File: config.mk
export PLATFORM = sky130hd
export DESIGN_NAME = iob_picorv32_bus_split
export DESIGN_NICKNAME = d
export VERILOG_FILES = /design/src/rtl/iob_picorv32_bus_split.sv
export SDC_FILE = /design/constraint.sdc
export NUM_CORES = 1
export LEC_CHECK = 0
export BUFFER_PORTS_ARGS = -buffer_cell sky130_fd_sc_hd__buf_2
export CELL_PAD_IN_SITES_DETAIL_PLACEMENT = 0
export CELL_PAD_IN_SITES_GLOBAL_PLACEMENT = 2
export CORE_AREA = 2 2 258 260
export CTS_BUF_LIST = sky130_fd_sc_hd__clkbuf_16
export DETAILED_ROUTE_END_ITERATION = 6
export DIE_AREA = 0 0 260 262
export PLACE_DENSITY = 0.54
export SYNTH_ARGS = -nofsm -noshare
export SYNTH_HDL_FRONTEND = slang
export SYNTH_SLANG_ARGS = --single-unit
File: constraint.sdc
create_clock -name clk_i -period 2.9 [get_ports clk_i]
set_input_delay 0.58 -clock clk_i [delete_from_list [all_inputs] [get_ports clk_i]]
set_output_delay 0.58 -clock clk_i [all_outputs]
set_load 0.02 [all_outputs]
File: src/rtl/iob_picorv32_bus_split.sv
// Routes PicoRV32 native accesses to the instruction IOb bus or one of N data IOb buses.
// Generates write completion locally and terminates bad selects and unanswered requests.
//
// state   | meaning
// IDLE    | waiting for cpu_valid_i, latches the request
// REQ     | avalid on the selected channel until ready
// RESP    | read accepted, waiting for rvalid
// DONE    | one-cycle cpu_ready_o pulse
module iob_picorv32_bus_split #(
  parameter int ADDR_W   = 32,
  parameter int DATA_W   = 32,
  parameter int N_SLAVES = 4,
  parameter int SEL_W    = 2,
  parameter int TIMEOUT  = 255
) (
  input  logic                         clk_i,
  input  logic                         cke_i,
  input  logic                         rst_i,
  input  logic                         cpu_valid_i,
  input  logic                         cpu_instr_i,
  input  logic [ADDR_W-1:0]            cpu_addr_i,
  input  logic [DATA_W-1:0]            cpu_wdata_i,
  input  logic [DATA_W/8-1:0]          cpu_wstrb_i,
  output logic [DATA_W-1:0]            cpu_rdata_o,
  output logic                         cpu_ready_o,
  output logic                         ibus_avalid_o,
  output logic [ADDR_W-1:0]            ibus_address_o,
  output logic [DATA_W-1:0]            ibus_wdata_o,
  output logic [DATA_W/8-1:0]          ibus_wstrb_o,
  input  logic [DATA_W-1:0]            ibus_rdata_i,
  input  logic                         ibus_rvalid_i,
  input  logic                         ibus_ready_i,
  output logic [N_SLAVES-1:0]          dbus_avalid_o,
  output logic [N_SLAVES*ADDR_W-1:0]   dbus_address_o,
  output logic [N_SLAVES*DATA_W-1:0]   dbus_wdata_o,
  output logic [N_SLAVES*DATA_W/8-1:0] dbus_wstrb_o,
  input  logic [N_SLAVES*DATA_W-1:0]   dbus_rdata_i,
  input  logic [N_SLAVES-1:0]          dbus_rvalid_i,
  input  logic [N_SLAVES-1:0]          dbus_ready_i,
  input  logic                         err_clr_i,
  output logic                         err_o,
  output logic                         err_cause_o,
  output logic [ADDR_W-1:0]            err_addr_o
);

  localparam int STRB_W = DATA_W / 8;
  localparam int CNT_W  = (TIMEOUT > 0) ? $clog2(TIMEOUT + 1) : 1;

  localparam logic [1:0] ST_IDLE = 2'd0;
  localparam logic [1:0] ST_REQ  = 2'd1;
  localparam logic [1:0] ST_RESP = 2'd2;
  localparam logic [1:0] ST_DONE = 2'd3;

  logic [1:0]        state_q;
  logic [ADDR_W-1:0] addr_q;
  logic [DATA_W-1:0] wdata_q;
  logic [STRB_W-1:0] wstrb_q;
  logic              instr_q;
  logic [SEL_W-1:0]  sel_q;
  logic [DATA_W-1:0] rdata_q;
  logic [CNT_W-1:0]  cnt_q;
  logic              err_q;
  logic              err_cause_q;
  logic [ADDR_W-1:0] err_addr_q;

  logic [SEL_W-1:0]  cpu_sel;
  logic              decode_bad;
  logic              busy;
  logic              tmo;
  logic              sel_ready;
  logic              sel_rvalid;
  logic [DATA_W-1:0] sel_rdata;
  logic              err_event;
  logic              err_event_cause;
  logic [ADDR_W-1:0] err_event_addr;

  assign cpu_sel    = cpu_addr_i[ADDR_W-1 -: SEL_W];
  assign decode_bad = !cpu_instr_i && (int'(cpu_sel) >= N_SLAVES);
  assign busy       = (state_q == ST_REQ) || (state_q == ST_RESP);
  assign tmo        = (TIMEOUT != 0) && (cnt_q == CNT_W'(TIMEOUT));

  assign cpu_ready_o = (state_q == ST_DONE);
  assign cpu_rdata_o = (state_q == ST_DONE) ? rdata_q : '0;
  assign err_o       = err_q;
  assign err_cause_o = err_cause_q;
  assign err_addr_o  = err_addr_q;

  // Only the latched channel sees a request or is listened to; everything else reads as zero.
  always_comb begin
    sel_ready      = 1'b0;
    sel_rvalid     = 1'b0;
    sel_rdata      = '0;
    ibus_avalid_o  = 1'b0;
    ibus_address_o = '0;
    ibus_wdata_o   = '0;
    ibus_wstrb_o   = '0;
    dbus_avalid_o  = '0;
    dbus_address_o = '0;
    dbus_wdata_o   = '0;
    dbus_wstrb_o   = '0;
    if (instr_q) begin
      sel_ready  = ibus_ready_i;
      sel_rvalid = ibus_rvalid_i;
      sel_rdata  = ibus_rdata_i;
      if (state_q == ST_REQ) begin
        ibus_avalid_o  = 1'b1;
        ibus_address_o = addr_q;
        ibus_wdata_o   = wdata_q;
        ibus_wstrb_o   = wstrb_q;
      end
    end else begin
      for (int i = 0; i < N_SLAVES; i++) begin
        if (sel_q == SEL_W'(i)) begin
          sel_ready  = dbus_ready_i[i];
          sel_rvalid = dbus_rvalid_i[i];
          sel_rdata  = dbus_rdata_i[i*DATA_W +: DATA_W];
          if (state_q == ST_REQ) begin
            dbus_avalid_o[i]                   = 1'b1;
            dbus_address_o[i*ADDR_W +: ADDR_W] = addr_q;
            dbus_wdata_o[i*DATA_W +: DATA_W]   = wdata_q;
            dbus_wstrb_o[i*STRB_W +: STRB_W]   = wstrb_q;
          end
        end
      end
    end
  end

  always_comb begin
    err_event       = 1'b0;
    err_event_cause = 1'b0;
    err_event_addr  = cpu_addr_i;
    if (state_q == ST_IDLE) begin
      err_event = cpu_valid_i && decode_bad;
    end else if (busy && tmo) begin
      err_event       = 1'b1;
      err_event_cause = 1'b1;
      err_event_addr  = addr_q;
    end
  end

  always_ff @(posedge clk_i) begin
    if (rst_i) begin
      state_q     <= ST_IDLE;
      addr_q      <= '0;
      wdata_q     <= '0;
      wstrb_q     <= '0;
      instr_q     <= 1'b0;
      sel_q       <= '0;
      rdata_q     <= '0;
      cnt_q       <= '0;
      err_q       <= 1'b0;
      err_cause_q <= 1'b0;
      err_addr_q  <= '0;
    end else if (cke_i) begin
      case (state_q)
        ST_IDLE: begin
          if (cpu_valid_i) begin
            addr_q  <= cpu_addr_i;
            wdata_q <= cpu_wdata_i;
            wstrb_q <= cpu_wstrb_i;
            instr_q <= cpu_instr_i;
            sel_q   <= cpu_sel;
            rdata_q <= '0;
            cnt_q   <= '0;
            state_q <= decode_bad ? ST_DONE : ST_REQ;
          end
        end
        ST_REQ: begin
          if (tmo) begin
            state_q <= ST_DONE;
          end else begin
            if (TIMEOUT != 0) cnt_q <= cnt_q + CNT_W'(1);
            if (sel_ready) state_q <= (wstrb_q != '0) ? ST_DONE : ST_RESP;
          end
        end
        ST_RESP: begin
          if (tmo) begin
            state_q <= ST_DONE;
          end else begin
            if (TIMEOUT != 0) cnt_q <= cnt_q + CNT_W'(1);
            if (sel_rvalid) begin
              rdata_q <= sel_rdata;
              state_q <= ST_DONE;
            end
          end
        end
        default: state_q <= ST_IDLE;
      endcase

      // A clear and a fresh error in the same cycle leave the fresh error recorded.
      if (err_event && (!err_q || err_clr_i)) begin
        err_q       <= 1'b1;
        err_cause_q <= err_event_cause;
        err_addr_q  <= err_event_addr;
      end else if (err_clr_i) begin
        err_q       <= 1'b0;
        err_cause_q <= 1'b0;
        err_addr_q  <= '0;
      end
    end
  end

endmodule

==> out/results.tsv, run 1 <==
stage	metric	value	unit
sta	Final Hold Fails	0	
floorplan	die area	0.06812	mm²
routing	vias per cell	3.954	
finish	fin nets	1992	
setup_path	Crit path max-delay family	simple AND/OR/NAND/NOR gates	
sta	relative slew slack	0.4357	
setup_path	CP startpoint kind	flop	
routing	Starting DRT DRC Count	509	
global_route	largest net degree at the start of global routing	64	
place	Post-Place Cell Area	0.01322	mm²
finish	Design Area, Final	0.01382	mm²
floorplan	Die Y	262	µm
place	Placed Cells	2588	
global_route	vias in the first global route	10040	
sta	ratio of final minimum period to clock period	0.9551	
global_route	Remaining Overflow, GRT	0	
setup_path	Setup crit end	dbus_address_o[70]	
synthesis	register bit total from synthesis	144	
setup_path	Reg2Reg Launch Point	state_q[0]$_SDFFE_PP0P_	
synthesis	Main synth FF type	dfxtp_1	
clocking	clk_lat worst skew	0.48	ns
setup_path	Critical Path End Type	output port	
place	gp weighted congestion	0.7526	
pwr	LEAKAGE	6.971	nW
setup_path	Buf+Inv Stages, Crit Path	2	
setup_path	reg-to-reg endpoint	rdata_q[24]$_SDFFE_PP0P_	
routing	vias	10370	
clocking	H-tree Lvls	4	
floorplan	core box area	0.06528	mm²
floorplan	die width	260	µm
finish	share of layout cells above drive strength 1	0.4387	
sta	max-slew violation count	0	
routing	drt first pass iters	4	
setup_path	worst setup path startpoint	state_q[0]$_SDFFE_PP0P_	
sta	fin crit period	2.770	ns
finish	fin cells	2622	
setup_path	cells along the critical path	ha_4 > nand2_1 > nor3_2 > buf_6 > and2_1 > buf_2	
synthesis	share of the synthesized area in the top cell type	0.3199	
clocking	TritonCTS clock tree	done	
sta	Tightest Pin Transition	0.8464	ns
pwr	pwr dens	399.9	mW/mm²
global_route	GRT Resource Usage Total	0.1410	
clocking	Clock Sinks	144	
clocking	clock-pin slew of the registers on the worst-case setup and hold paths	0.06	ns
setup_path	r2r setup slk	0.42	ns
synthesis	count leader, synth	and2_1	
setup_path	CP Class	reg -> out	
synthesis	Post-synth ARST share	0	
floorplan	Top-Level Pins	656	
floorplan	floorplan row count	94	
setup_path	slowest CP cell	dfxtp_1	
job	Max-Cap Viols	0	
pwr	VDD IR max	339.0	µV
synthesis	Gate Count Post-Synth	1150	
synthesis	EDFF count, synth	0	
run_status	status	completed	
pwr	Final Power	0.005528	W
place	DPL Wire Length	38330	µm
setup_path	WP data required	2.32	ns
floorplan	Starting Density	0.1381	
finish	filler cell count	7387	
global_route	first-pass GRT wire length	69590	µm
routing	drc violations	0	
sta	Max Freq	0.3610	GHz
setup_path	cell count along the critical path	6	
synthesis	ranking of synthesized cells by area	dfxtp_1 (32%), and2_1 (21%), nand2_1 (8.1%)	
sta	final setup violation count	0	
synthesis	top post-synthesis cells by count	and2_1 (300), nand2_1 (195), dfxtp_1 (144)	
finish	final core occ	0.2118	
setup_path	Worst Reg-to-Reg Cells	7	
worst_hold_path	min-delay worst type	in -> reg	
setup_path	largest stage delay on the critical path	0.42	ns
synthesis	area leader, netlist	dfxtp_1	
synthesis	syn avg cell area	7.837	µm²
synthesis	Yosys cell types	40	
synthesis	Synth warnings	0	
clocking	Num CTS Buffers	17	
synthesis	register area share after synthesis	0.3199	
setup_path	crit-path max FO	42	
setup_path	arrival time worst endpoint	2.19	ns
routing	post-DR wirelength/cell	19.19	µm
clocking	clock buffer depth	2	
routing	post-route ant nets	0	
routing	DRT Wirelength	50320	µm
global_route	antenna violations before repair	9	
place	PortBufs	651	
synthesis	Post-Syn Area	0.009012	mm²
sta	clock skew	0.01031	ns
finish	P&R area growth vs syn	53.37	%
clocking	clk root buf	clkbuf_16	
sta	Hold Slack	0.3297	ns
==> cells by family (layout without fill, tap and decap cells) <==
kind of cell	after synthesis	in the layout	synth area share
buffers and inverters	115	717	0.05303
other	1	7	0.0004161
muxes	71	71	0.1254
and+or+nand+nor	656	656	0.3912
adders and majority gates	5	5	0.006942
DFF	144	144	0.3199
xor gates and xnor gates	4	4	0.003887
AOI/OAI and AO/OA	154	154	0.09927
==> tightest hold or removal path: cells and delay by family <==
| kind | cells | cell delay (ns) |
|---|---|---|
| AO/OA/AOI/OAI | 1 | 0.05 |
| AND/OR/NAND/NOR | 1 | 0.05 |
| buffers and inverters | 1 | 0.09 |
==> repair_timing <==
item,4_1_cts,5_1_grt
setup endpoints to repair,0,98
hold buffers,0,0
buffers inserted,0,0
resized for setup,0,6
==> power breakdown <==
part	switching (W)	internal [W]	leakage (nW)	total (W)
clock network	0.000960	0.00129	0.279	0.00225
registers	0.000135	0.00205	1.17	0.00219
logic	0.000674	0.000416	5.52	0.00109
total	0.00177	0.00376	6.97	0.00553
==> registers in the layout (all words and copies together), names as in the netlist <==
register / count
err_addr_o: 32
wdata_q: 32
rdata_q: 32
cnt_q: 8
err_o: 1
addr_q: 32
state_q: 2
instr_q: 1
wstrb_q: 4
==> layout by cell type (no fill, tap or decap), drive strengths merged, types with 8 or more instances in the layout <==
cell / Yosys / routed
o2bb2ai: 18 / 18
buf: 32 / 683
nand2: 195 / 195
clkbuf: 80 / 18
mux2i: 24 / 24
nor2: 15 / 15
nand3: 48 / 48
dfxtp: 144 / 144
and2: 300 / 300
mux2: 15 / 15
and3: 72 / 72
mux4: 32 / 32
a21oi: 121 / 121
nand2b: 8 / 8
==> cell type report <==
cell class / count / area (µm²) / share of cell area
multi-input cells: 894 / 5713 / 0.4133
clock buffers: 18 / 450.4 / 0.03259
well taps: 864 / 1081 / 0.07821
clock inverters: 13 / 121.4 / 0.008781
flip-flops and latches: 144 / 2889 / 0.2090
diodes: 3 / 7.507 / 0.0005431
repair buffers: 683 / 3548 / 0.2567
inverters: 3 / 11.26 / 0.0008147
==> per-layer routing <==
layer,global-route usage,part of all wire
met1,0.1578,0.40
met2,0.2558,0.51
met3,0.03945,0.069
met4,0.04805,0.021
met5,0,0.0011
==> worst min path at each step <==
stage	from	end	slack (ns)	cells past startpoint
after floorplan	rdata_q[11]$_SDFFE_PP0P_	rdata_q[11]$_SDFFE_PP0P_	0.42	1
after global placement	rdata_q[9]$_SDFFE_PP0P_	rdata_q[9]$_SDFFE_PP0P_	0.44	2
after detailed placement	rdata_q[19]$_SDFFE_PP0P_	rdata_q[19]$_SDFFE_PP0P_	0.44	1
after CTS	cpu_wdata_i[30]	wdata_q[30]$_SDFFE_PP0P_	0.28	3
after global routing	cpu_wdata_i[24]	wdata_q[24]$_SDFFE_PP0P_	0.31	3
final	cpu_wdata_i[30]	wdata_q[30]$_SDFFE_PP0P_	0.33	3
==> metrics by stage <==
stage           TNS, ns  setup WS, ns
2_1_floorplan         0        0.4400
3_3_place_gp          0        0.4633
3_5_place_dp          0        0.4093
4_1_cts               0       0.01669
5_1_grt        -0.03949      -0.01245
6_report              0        0.1301
No activity file was read; power rests on OpenSTA's default activity.
==> run 2, diff against run 1 <==
Settings changed: CELL_PAD_IN_SITES_DETAIL_PLACEMENT 0 to default, CELL_PAD_IN_SITES_GLOBAL_PLACEMENT 2 to default, CORE_AREA 2 2 258 260 to 2 2 255 257, DIE_AREA 0 0 260 262 to 0 0 257 259, PLACE_DENSITY 0.54 to 0.31.
==> run 2 against run 1 <==
Against the previous run: utilization up 0.48 points; flip-flop and latch count unchanged; design area hardly changed; via count grew 0.22%; final cell count decreased by 0.27%; critical path type unchanged; sequential power is essentially flat; critical path depth shrank 1; critical endpoint is now dbus_wstrb_o[7].
==> out/results.tsv, run 2 (same netlist as run 1, synthesis figures left out) <==
stage	metric	value	unit	change
place	gp weighted congestion	0.9175		+22%
finish	P&R area growth vs syn	53.51	%	about the same
sta	max-slew violation count	0		unchanged
finish	most frequent cells in the layout	buf_2 (650), and2_1 (300), nand2_1 (193)		
sta	Final Hold Fails	0		unchanged
sta	RSZ-0062 raised after global routing	true		
finish	Design Area, Final	0.01383	mm²	about the same
setup_path	cells along the critical path	nand2b_1 > nor2_4 > buf_4 > and2_1 > buf_2		
global_route	first-pass GRT wire length	69920	µm	+0.47%
place	DPL Wire Length	37330	µm	-2.6%
finish	fin nets	1993		+0.050%
clocking	Num CTS Buffers	17		unchanged
clocking	clock buffer depth	2		unchanged
sta	fin crit period	2.766	ns	-0.004119 ns
place	Post-Place Cell Area	0.01318	mm²	-0.27%
global_route	largest net degree at the start of global routing	63		-1.6%
job	Max-Cap Viols	0		unchanged
floorplan	die width	257	µm	-1.2%
routing	drt first pass iters	4		unchanged
sta	Final TNS setup	0	ns	unchanged
worst_hold_path	min-delay worst type	in -> reg		
global_route	antenna violations before repair	10		+1
clocking	clk root buf	clkbuf_16		
sta	relative slew slack	0.4199		-0.01584
pwr	LEAKAGE	6.970	nW	about the same
clocking	TritonCTS clock tree	done		
clocking	H-tree Lvls	4		unchanged
sta	Tightest Pin Transition	0.8693	ns	+0.02283 ns
sta	ratio of final minimum period to clock period	0.9537		-0.001420
routing	drc violations	0		unchanged
routing	post-route ant nets	0		unchanged
global_route	Remaining Overflow, GRT	0		unchanged
setup_path	Buf+Inv Stages, Crit Path	2		unchanged
sta	Max Freq	0.3616	GHz	+0.15%
floorplan	die area	0.06656	mm²	-2.3%
sta	final setup violation count	0		unchanged
finish	final core occ	0.2166		+0.004812
setup_path	Crit path max-delay family	simple AND/OR/NAND/NOR gates		
finish	commonest non-fill, non-tap cell in the layout	buf_2		
routing	Starting DRT DRC Count	430		-16%
setup_path	slowest CP cell	dfxtp_4		
finish	filler cell count	7250		-1.9%
place	Placed Cells	2577		-0.43%
floorplan	Die Y	259	µm	-1.1%
setup_path	largest stage delay on the critical path	0.44	ns	+0.02 ns
floorplan	Starting Density	0.1411		+0.003010
floorplan	Top-Level Pins	656		unchanged
clocking	Clock Sinks	144		unchanged
routing	vias	10390		+0.22%
setup_path	Critical Path End Type	output port		
floorplan	floorplan row count	93		-1.1%
floorplan	core box area	0.06388	mm²	-2.1%
setup_path	crit-path max FO	37		-12%
clocking	clock-pin slew of the registers on the worst-case setup and hold paths	0.07	ns	about the same
run_status	status	completed		
setup_path	CP startpoint kind	flop		
routing	post-DR wirelength/cell	18.94	µm	-1.3%
routing	vias per cell	3.973		+0.49%
global_route	GRT Resource Usage Total	0.1424		+0.001376
place	PortBufs	651		unchanged
pwr	VDD IR max	336.5	µV	-0.74%
setup_path	CP Class	reg -> out		
finish	fin cells	2615		-0.27%
pwr	pwr dens	392.4	mW/mm²	-1.9%
clocking	clk_lat worst skew	0.48	ns	about the same
finish	share of layout cells above drive strength 1	0.4400		+0.001208
routing	DRT Wirelength	49530	µm	-1.6%
global_route	vias in the first global route	10220		+1.8%
sta	clock skew	0.007417	ns	-0.002893 ns
setup_path	arrival time worst endpoint	2.19	ns	about the same
setup_path	WP data required	2.32	ns	about the same
[run 2: cell count changes in the layout (fill, tap and decap cells not counted), sizes merged]
| cell | previous run | this run |
|---|---|---|
| inv | 5 | 9 |
| clkinv | 5 | 4 |
| bufinv | 2 | 1 |
[run 2: area by class of cell]
type,instances,area (µm²),area share
antenna,3,7.507,0.0005426
multi-input combinational,894,5722,0.4136
inverter,3,11.26,0.0008140
clock buffer,17,425.4,0.03075
timing repair buffer,684,3591,0.2596
tap,855,1070,0.07733
sequential,144,2889,0.2088
clock inverter,15,118.9,0.008592
[run 2: final timing paths]
check	slack, ns	cells after the start	from	endpoint
min reg2reg	0.45	2	rdata_q[22]$_SDFFE_PP0P_	rdata_q[22]$_SDFFE_PP0P_
max	0.13	5	instr_q$_SDFFE_PP0P_	dbus_wstrb_o[7]
max reg2reg	0.56	7	state_q[0]$_SDFFE_PP0P_	rdata_q[16]$_SDFFE_PP0P_
min	0.33	3	cpu_wdata_i[19]	wdata_q[19]$_SDFFE_PP0P_
[run 2: worst min-delay path, delay by kind of cell]
family / cells / cell delay, ns
AO/OA/AOI/OAI: 1 / 0.05
AND/OR/NAND/NOR: 1 / 0.04
buffers and inverters: 1 / 0.09
[run 2: routing by layer]
layer	vias to the layer above	track usage	share of wire	routed length, µm
met5	-	0	0.00095	47
met1	4834	0.1663	0.42	20800
met3	66	0.04042	0.064	3194
met4	6	0.05491	0.028	1399
li1	5041	-	-	-
met2	443	0.2461	0.49	24080
[run 2: what timing repair did]
action                     in CTS  in global routing
setup endpoints to repair      60                220
gates resized for setup         2                 13
buffers inserted                0                  2
pin swaps                       0                  1
hold buffers                    0                  0
cloned                          0                  1
[run 2: where the power goes]
part	leakage, nW	switching (W)	internal [W]	total [W]
Combinational	5.53	0.000651	0.000417	0.00107
Sequential	1.17	0.000149	0.00205	0.00220
Clock	0.266	0.000992	0.00117	0.00216
Total	6.97	0.00179	0.00364	0.00543
[run 2: per-stage QoR]
stage,hold slack [ns],power [W],worst slack [ns]
2_1_floorplan,0.4242,0.002770,0.4400
3_3_place_gp,0.4359,0.003330,0.5274
3_5_place_dp,0.4401,0.003337,0.4900
4_1_cts,0.2810,0.005587,-0.02627
5_1_grt,0.2989,0.005746,-0.04364
6_report,0.3322,0.005429,0.1343
==> run 3, diff against run 2 <==
Settings changed: CORE_AREA 2 2 255 257 to 2 2 252 254, DIE_AREA 0 0 257 259 to 0 0 254 256, PLACE_DENSITY 0.31 to 0.32.
==> run 3 against run 2 <==
Against the previous run: maximum frequency decreased by 1.4%; die area shrank 2.3%; total power is 1.6% higher; non-clock buffer count rose by 1; clock power up 2%; worst setup slack worse by 0.040 ns; largest cell class unchanged.
==> out/results.tsv, run 3 (same netlist as run 1, synthesis figures left out) <==
stage	metric	value	unit	change
floorplan	Top-Level Pins	656		unchanged
clocking	clock-pin slew of the registers on the worst-case setup and hold paths	0.06	ns	about the same
sta	Hold Slack	0.3358	ns	+0.003594 ns
setup_path	Critical Path End Type	output port		
pwr	VDD IR max	343.9	µV	+2.2%
setup_path	Buf+Inv Stages, Crit Path	4		+2
job	Max-Cap Viols	0		unchanged
clocking	Clock Sinks	144		unchanged
sta	relative slew slack	0.4355		+0.01564
clocking	H-tree Lvls	4		unchanged
clocking	TritonCTS clock tree	done		
pwr	Final Power	0.005517	W	+1.6%
global_route	first-pass GRT wire length	69600	µm	-0.45%
routing	drc violations	0		unchanged
sta	clock skew	0.01256	ns	+0.005139 ns
pwr	LEAKAGE	6.972	nW	about the same
clocking	clock buffer depth	2		unchanged
pwr	P_sw	0.001804	W	+0.69%
setup_path	Crit path max-delay family	buffers and inverters		
floorplan	die area	0.06502	mm²	-2.3%
routing	vias per cell	4.008		+0.89%
floorplan	floorplan row count	92		-1.1%
routing	post-DR wirelength/cell	18.89	µm	-0.25%
global_route	Remaining Overflow, GRT	0		unchanged
finish	fin nets	1994		+0.050%
pwr	sw frac	0.3270		-0.003006
finish	P&R area growth vs syn	54.16	%	
sta	final setup violation count	0		unchanged
place	Post-Place Cell Area	0.01319	mm²	about the same
setup_path	WP data required	2.32	ns	about the same
pwr	Clk pwr share	0.399		about the same
setup_path	CP startpoint kind	flop		
global_route	GRT Resource Usage Total	0.1459		+0.003456
setup_path	CP Class	reg -> out		
sta	RSZ-0062 raised after global routing	true		
setup_path	arrival time worst endpoint	2.23	ns	+0.04 ns
sta	Max Freq	0.3564	GHz	-1.4%
finish	commonest non-fill, non-tap cell in the layout	buf_2		
setup_path	largest stage delay on the critical path	0.34	ns	-0.10 ns
finish	share of layout cells above drive strength 1	0.4397		about the same
routing	vias	10480		+0.85%
floorplan	Die Y	256	µm	-1.2%
setup_path	cells along the critical path	inv_1 > ha_2 > nand2b_1 > nor3_4 > buf_12 > clkbuf_16 > and2_1 > buf_2		
pwr	combinational power share	0.202		+0.005
routing	DRT Wirelength	49380	µm	-0.29%
sta	max-slew violation count	0		unchanged
clocking	clk root buf	clkbuf_16		
floorplan	core box area	0.06239	mm²	-2.3%
place	PortBufs	651		unchanged
sta	ratio of final minimum period to clock period	0.9675		+0.01385
clocking	CTS Hold Bufs	0		unchanged
finish	Design Area, Final	0.01389	mm²	+0.43%
finish	filler cell count	7123		-1.8%
sta	Final Hold Fails	0		unchanged
setup_path	slowest CP cell	dfxtp_1		
pwr	part of the power in registers	0.399		-0.006
sta	Tightest Pin Transition	0.8458	ns	-0.02344 ns
pwr	pwr dens	397.1	mW/mm²	+1.2%
sta	fin crit period	2.806	ns	+0.04016 ns
setup_path	crit-path max FO	22		-41%
place	DPL Wire Length	37160	µm	-0.45%
worst_hold_path	min-delay worst type	in -> reg		
place	gp weighted congestion	0.7760		-15%
finish	area occupied by registers	0.002889	mm²	unchanged
global_route	antenna violations before repair	14		+4
run_status	status	completed		
global_route	largest net degree at the start of global routing	71		+13%
floorplan	die width	254	µm	-1.2%
routing	Starting DRT DRC Count	486		+13%
finish	most frequent cells in the layout	buf_2 (650), and2_1 (300), nand2_1 (194)		
clocking	Num CTS Buffers	17		unchanged
pwr	internal power	0.003713	W	+2.1%
clocking	clk_lat worst skew	0.48	ns	about the same
routing	post-route ant nets	0		unchanged
finish	multi-input logic area	0.005718	mm²	about the same
routing	drt first pass iters	4		unchanged
global_route	vias in the first global route	10430		+2.0%
floorplan	Starting Density	0.1445		+0.003375
-- run 3: worst reg2reg max path, stage by stage (launching register included) --
cell	delay [ns]
dfxtp_1	0.39
inv_1	0.09
ha_1	0.30
buf_4	0.24
a32o_1	0.29
a2111o_1	0.66
nand2_1	0.16
a21oi_1	0.07
-- run 3: power by group through the flow --
stage	registers, W	clock network, W	logic, W
after global placement	0.00225	0	0.00108
after global routing	0.00222	0.00239	0.00123
after CTS	0.00221	0.00234	0.00110
after floorplan	0.00215	0	0.000617
final	0.00220	0.00220	0.00112
after detailed placement	0.00225	0	0.00108
-- run 3: metrics by stage --
stage               instances  utilization  TNS (ns)  worst slack, ns
floorplan                1153            -         0           0.4400
global placement         2570       0.2114         0           0.3072
detailed placement       2570       0.2114         0           0.2765
CTS                      2602       0.2211         0         0.006025
global route             2609       0.2225    -1.912         -0.04762
finish                   2614       0.2227         0          0.09411
-- run 3: final cells by class --
cell class / instances / share of cell area
diodes: 10 / 0.001801
clock buffers: 18 / 0.03242
clock inverters: 14 / 0.008015
inverters: 3 / 0.0008105
multi-input cells: 894 / 0.4116
flip-flops and latches: 144 / 0.2079
well taps: 846 / 0.07619
repair buffers: 685 / 0.2613
-- run 3: worst paths after layout --
path                                               from                  endpoint  slack [ns]  cells after the start
worst max-delay path            state_q[1]$_SDFFE_PP0P_        dbus_address_o[26]        0.09                      8
worst min-delay path                    cpu_wdata_i[13]  wdata_q[13]$_SDFFE_PP0P_        0.34                      3
worst max register to register  state_q[0]$_SDFFE_PP0P_   rdata_q[8]$_SDFFE_PP0P_        0.56                      7
worst min register to register  rdata_q[7]$_SDFFE_PP0P_   rdata_q[7]$_SDFFE_PP0P_        0.45                      2
-- run 3: what timing repair did --
item / CTS / global route
pin swaps: 0 / 1
setup buffers: 0 / 1
gates resized for setup: 11 / 8
endpoints found under the hold margin: 0 / 0
endpoints found under the setup margin: 213 / 164
cloned: 0 / 1
-- run 3: per-layer routing --
metal / global-route usage / up-vias / wire [µm]
met2: 0.2593 / 452 / 24460
met3: 0.04556 / 63 / 3590
met5: 0 / - / 38
met4: 0.05539 / 6 / 1379
li1: - / 5050 / -
met1: 0.1607 / 4907 / 19910
